<file path="config.mk">
export PLATFORM = sky130hd
export DESIGN_NAME = clk_div_bank
export DESIGN_NICKNAME = d
export VERILOG_FILES = /design/src/rtl/clk_div_bank.sv
export SDC_FILE = /design/constraint.sdc
export NUM_CORES = 1
export LEC_CHECK = 0
export CORE_MARGIN = 2
export CORE_UTILIZATION = 50
export CTS_CLUSTER_DIAMETER = 80
export DETAILED_ROUTE_END_ITERATION = 10
export GPL_ROUTABILITY_DRIVEN = 0
export PLACE_DENSITY_LB_ADDON = 0.3
export SKIP_CTS_REPAIR_TIMING = 1
export SLEW_MARGIN = 20
export SYNTH_ARGS = -nofsm -noshare
export SYNTH_HDL_FRONTEND = slang
export SYNTH_SLANG_ARGS = --single-unit
</file>
<file path="constraint.sdc">
create_clock -name clk -period 5.89 [get_ports clk]
set_input_delay 0.589 -clock clk [delete_from_list [all_inputs] [get_ports clk]]
set_output_delay 0.589 -clock clk [all_outputs]
set_load 0.02 [all_outputs]
</file>
<file path="src/rtl/clk_div_bank.sv">
// Multi-channel runtime-programmable clock divider / tick generator with
// shadowed divisors. Optional registered readback port: CLKDIV_READBACK_EN.
module clk_div_bank #(
  parameter int CHANNELS    = 4,
  parameter int WIDTH       = 28,
  parameter int DEFAULT_DIV = 2,
  localparam int ADDR_W     = (CHANNELS > 1) ? $clog2(CHANNELS) : 1
) (
  input  logic                clk,
  input  logic                rst_n,
  input  logic                wr_en,
  input  logic [ADDR_W-1:0]   wr_addr,
  input  logic [WIDTH-1:0]    wr_data,
  input  logic [CHANNELS-1:0] ch_en,
  output logic [CHANNELS-1:0] div_clk,
  output logic [CHANNELS-1:0] div_tick,
  output logic [CHANNELS-1:0] pend
`ifdef CLKDIV_READBACK_EN
  ,
  input  logic [ADDR_W-1:0]   rd_addr,
  input  logic                rd_sel,
  output logic [WIDTH-1:0]    rd_data
`endif
);

  localparam logic [WIDTH-1:0] ONE = WIDTH'(1);
  localparam logic [WIDTH-1:0] TWO = WIDTH'(2);
  localparam logic [WIDTH-1:0] DEF = WIDTH'(DEFAULT_DIV);

  logic [WIDTH-1:0]    div_q [CHANNELS];
  logic [WIDTH-1:0]    shd_q [CHANNELS];
  logic [WIDTH-1:0]    cnt_q [CHANNELS];
  logic [WIDTH-1:0]    div_n [CHANNELS];
  logic [WIDTH-1:0]    shd_n [CHANNELS];
  logic [WIDTH-1:0]    cnt_n [CHANNELS];
  logic [CHANNELS-1:0] clk_n, tick_n, pend_n;
  logic [CHANNELS-1:0] wr_hit, last, bnd, apply;
  logic [31:0]         wa;

  assign wa = 32'(wr_addr);

  // Outputs are registered from the next-state values so that they line up
  // with the counter value held during the same cycle.
  always_comb begin
    div_n  = div_q;
    shd_n  = shd_q;
    cnt_n  = cnt_q;
    pend_n = pend;
    clk_n  = '0;
    tick_n = '0;
    wr_hit = '0;
    last   = '0;
    bnd    = '0;
    apply  = '0;
    for (int unsigned i = 0; i < CHANNELS; i++) begin
      wr_hit[i] = wr_en && (wa == i);
      last[i]   = (div_q[i] >= TWO) && (cnt_q[i] == div_q[i] - ONE);
      bnd[i]    = !ch_en[i] || (div_q[i] <= ONE) || last[i];
      apply[i]  = bnd[i] && pend[i];

      shd_n[i]  = wr_hit[i] ? wr_data : shd_q[i];
      pend_n[i] = wr_hit[i] || (pend[i] && !apply[i]);
      div_n[i]  = apply[i] ? shd_q[i] : div_q[i];
      cnt_n[i]  = bnd[i] ? '0 : cnt_q[i] + ONE;

      clk_n[i]  = ch_en[i] && (div_n[i] >= TWO) && (cnt_n[i] >= (div_n[i] >> 1));
      tick_n[i] = ch_en[i] && ((div_n[i] == ONE) ||
                  ((div_n[i] >= TWO) && (cnt_n[i] == div_n[i] - ONE)));
    end
  end

  always_ff @(posedge clk or negedge rst_n) begin
    if (!rst_n) begin
      for (int unsigned i = 0; i < CHANNELS; i++) begin
        div_q[i] <= DEF;
        shd_q[i] <= DEF;
        cnt_q[i] <= '0;
      end
      div_clk  <= '0;
      div_tick <= '0;
      pend     <= '0;
    end else begin
      div_q    <= div_n;
      shd_q    <= shd_n;
      cnt_q    <= cnt_n;
      div_clk  <= clk_n;
      div_tick <= tick_n;
      pend     <= pend_n;
    end
  end

`ifdef CLKDIV_READBACK_EN
  logic [31:0]      ra;
  logic [WIDTH-1:0] rd_n;

  assign ra = 32'(rd_addr);

  always_comb begin
    rd_n = '0;
    for (int unsigned i = 0; i < CHANNELS; i++) begin
      if (ra == i) rd_n = rd_sel ? cnt_q[i] : div_q[i];
    end
  end

  always_ff @(posedge clk or negedge rst_n) begin
    if (!rst_n) rd_data <= '0;
    else        rd_data <= rd_n;
  end
`endif

endmodule

</file>
==> summary.md <==
| Metric | Value |
|---|---|
| Fin crit share | 96.7% |
| Via count | 24.1k |
| DR pass1 iterations | 6 |
| Dpl hpwl | 64.0 mm |
| # IOs | 49 |
| Mux share of post-synthesis cell area | 11.0% |
| HP Class | primary input to asynchronous set/reset pin |
| Clock tree sinks | 348 |
| Initial DRC Count | 2613 |
| Sequential fraction of the synthesis area | 32.5% |
| Met1 Track Usage GR | 40.8% |
| Synth warn | 0 |
| Setup WS post-layout | 0.196 ns |
| # fillers | 4581 |
| Cell repeated most along the worst path | buf_4 |
| Fmax | 176 MHz |
| Startpoint Class | flop |
| Crit end category | flop |
| Crit path kind | flop to flop |
| First-pass GRT wire length | 133 mm |
| Setup crit end | div_tick[0] |
| GRT met3 Usage | 4.94% |
| Status | completed |
| Reg2Reg Setup Slack | 0.20 ns |
| Finished Cell Area | 0.0305 mm2 |
| Grt ovf | 0 |
| Unrepaired setup endpoints after global routing | true |
| Syn nets | 3159 |
| Met2 Usage GRT | 46.9% |
| Final hold vios | 0 |
| Largest net degree at the start of global routing | 178 |
| Die width | 236 um |
| Maximum resistive drop on vdd | 0.245 mV |
| DP Area | 0.0286 mm2 |
| Die span in y | 236 um |
| CP max-delay cell | or3b_2 |
| Hold WS | 0.0150 ns |
| Total CTS buffers | 40 |
| Worst rel slew slack | 29.4% |
| R2r worst-path depth | 25 |
| Number of flops mapped to enable cells by yosys | 0 |
| Die area | 0.0556 mm2 |
| Worst Max-Slew Pin Slew | 1.06 ns |
| Final setup viols | 0 |
| Post-route DRC | 0 |
| Arrival time worst endpoint | 6.21 ns |
| Vias in the first global route | 23.6k |
| Port bufs | 48 |
| Core outline area | 0.0529 mm2 |
| Slew Viols, Final | 0 |
| CP Max Fanout | 13 |
| Leakage | 13.7 nW |
| Initial antenna violation count | 1 |
| Synth Area in Simple Gates | 22.0% |
| GRT Util Overall | 29.8% |
| P&R area growth vs syn | 13.5% |
| Fraction of the mapped netlist area in compound gates | 11.7% |
| Site row count | 84 |
| Mean Syn Cell Area | 8.99 um2 |
| Latest clock arrival within the worst-skew pair | 0.58 ns |
| Max-cap check violation count | 0 |
| Post-Syn Instances | 2987 |
| Post-synthesis cell area | 0.0269 mm2 |
| Routed Antenna Nets | 0 |
| CP peak stage delay | 0.49 ns |
| Vias/cell | 6.33 |
| Root buffer cell | clkbuf_16 |
| Crit path from | div_q[84] |
| Xor-xnor portion of the synthesized cell area | 11.6% |
| Final wirelength | 84.1 mm |
| Clock Path Buffers | 3 |
| Post-route minimum period | 5.69 ns |
| Synth Area in Adders | 6.29% |
| H-tree Lvls | 2 |
| Share of cells above drive strength 1 | 16.1% |
| Yosys reg bits | 348 |
| Top FF cell, synth | dfrtp_1 |
| Final core occ | 57.7% |
| Clock Skew | 0.0172 ns |
| Critical Path RT | 6.41 ns |
| Reg clk slew, reported paths | 0.06 ns |
| Post-synth ARST share | 100% |
| Starting Density | 50.8% |
| WL per Instance | 22.1 um |
| Final nets | 3259 |
| Gr busiest metal | met2 |
| Yosys cell types | 102 |
| CTS tree | built |
| Combinational family with the most area after synthesis | simple AND/OR/NAND/NOR gates |
| FF-to-FF End | div_tick[0] |
| Pre-CTS setup slack | -0.00759 ns |
| RR Startpoint | div_q[84] |
| Power Density | 360 mW/mm2 |
-- layout make-up --
class | count | area, um2 | share of cell area [%]
diodes | 1 | 2.50 | 0.00821
repair buffers | 207 | 1750 | 5.72
inverters | 164 | 616 | 2.02
clock inverters | 20 | 260 | 0.854
clock buffers | 52 | 1140 | 3.73
flip-flops and latches | 348 | 8730 | 28.6
well taps | 688 | 861 | 2.82
multi-input cells | 2326 | 17100 | 56.2
-- per-stage QoR --
step	power (mW)	std cells	setup TNS, ns
final	11.0	3806	0
after global placement	7.85	3709	0
after global routing	11.6	3805	-0.0622
after floorplan	6.48	2987	0
after detailed placement	7.97	3709	-0.00759
after CTS	10.7	3781	-0.0464
-- power by group --
group          switching, mW  total (mW)  internal, mW
Clock                   1.10        2.69          1.59
Combinational           2.62        4.60          1.98
Sequential             0.830        3.68          2.85
-- routing by layer --
layer / vias to the layer above / part of all wire, %
met1: 11700 / 42
met5: - / 0
met3: 258 / 8.9
met4: 0 / 4.3
met2: 1188 / 45
li1: 10900 / -
-- Yosys cell counts, drive strengths merged, types with 17 or more instances --
library cell	count	area (um2)
or4	34	259
nand3	112	561
mux2i	140	1490
mux2	129	1450
a211oi	17	128
inv	164	616
dfrtp	340	8510
a21o	50	375
nor4	85	663
or3	57	357
nand4	61	382
ha	135	1690
clkbuf	85	320
xor2	166	1450
o31ai	27	203
nor2b	30	188
a31oi	27	169
nor3	109	556
or2	24	150
nand2	149	562
o21ai	90	473
nor2	287	1090
xnor2	189	1660
and3	45	282
a21oi	112	561
nand2b	27	169
buf	64	389
-- placed cells by master, fill, tap and decap left out, types with 12 or more instances in the layout --
cell and n:
dfrtp_1 331, nor2_1 283, xnor2_1 189, xor2_1 166
inv_1 158, buf_4 153, nand2_1 147, ha_1 134
mux2_2 129, mux2i_1 124, nand3_1 111, a21oi_1 110
nor3_1 102, o21ai_0 77, nor4_1 62, nand4_1 61
or3_1 54, a21o_1 50, clkdlybuf4s50_1 47, and3_1 45
clkbuf_16 41, nor2b_1 30, or4_1 29, a31oi_1 27
nand2b_1 27, o31ai_1 25, or2_2 21, a211oi_1 16
nor4_2 14, nand3b_1 14, o211ai_1 14, and2_1 12
-- sequential cells by signal, indices dropped and copies added (netlist names) --
signal / cells
div_q: 112
shd_q: 112
cnt_q: 112
pend: 4
div_clk: 4
div_tick: 4
-- worst min path at each step --
stage / startpoint / cells after the start / end
6_report: rst_n / 1 / div_tick[2]
5_1_grt: rst_n / 1 / div_tick[2]
4_1_cts: rst_n / 1 / div_tick[2]
3_5_place_dp: shd_q[78] / 1 / shd_q[78]
3_3_place_gp: shd_q[83] / 1 / shd_q[83]
2_1_floorplan: rst_n / 0 / cnt_q[0]
-- cells by family after synthesis --
| kind of cell | Yosys count |
|---|---|
| buffers and inverters | 313 |
| AOI/OAI and AO/OA | 464 |
| and+or+nand+nor | 1103 |
| muxes | 269 |
| DFF | 348 |
| adders and majority gates | 135 |
| xor gates and xnor gates | 355 |
-- critical path: cells and delay by family, from the launching register on --
family,cells,cell delay [ns]
flops,1,0.47
fa+ha+maj,2,0.42
xor+xnor,1,0.23
mux,1,0.12
simple gates,9,2.14
buf+inv,4,0.73
compound gates,8,1.54
Note: power is estimated with default switching activity, not from simulation.
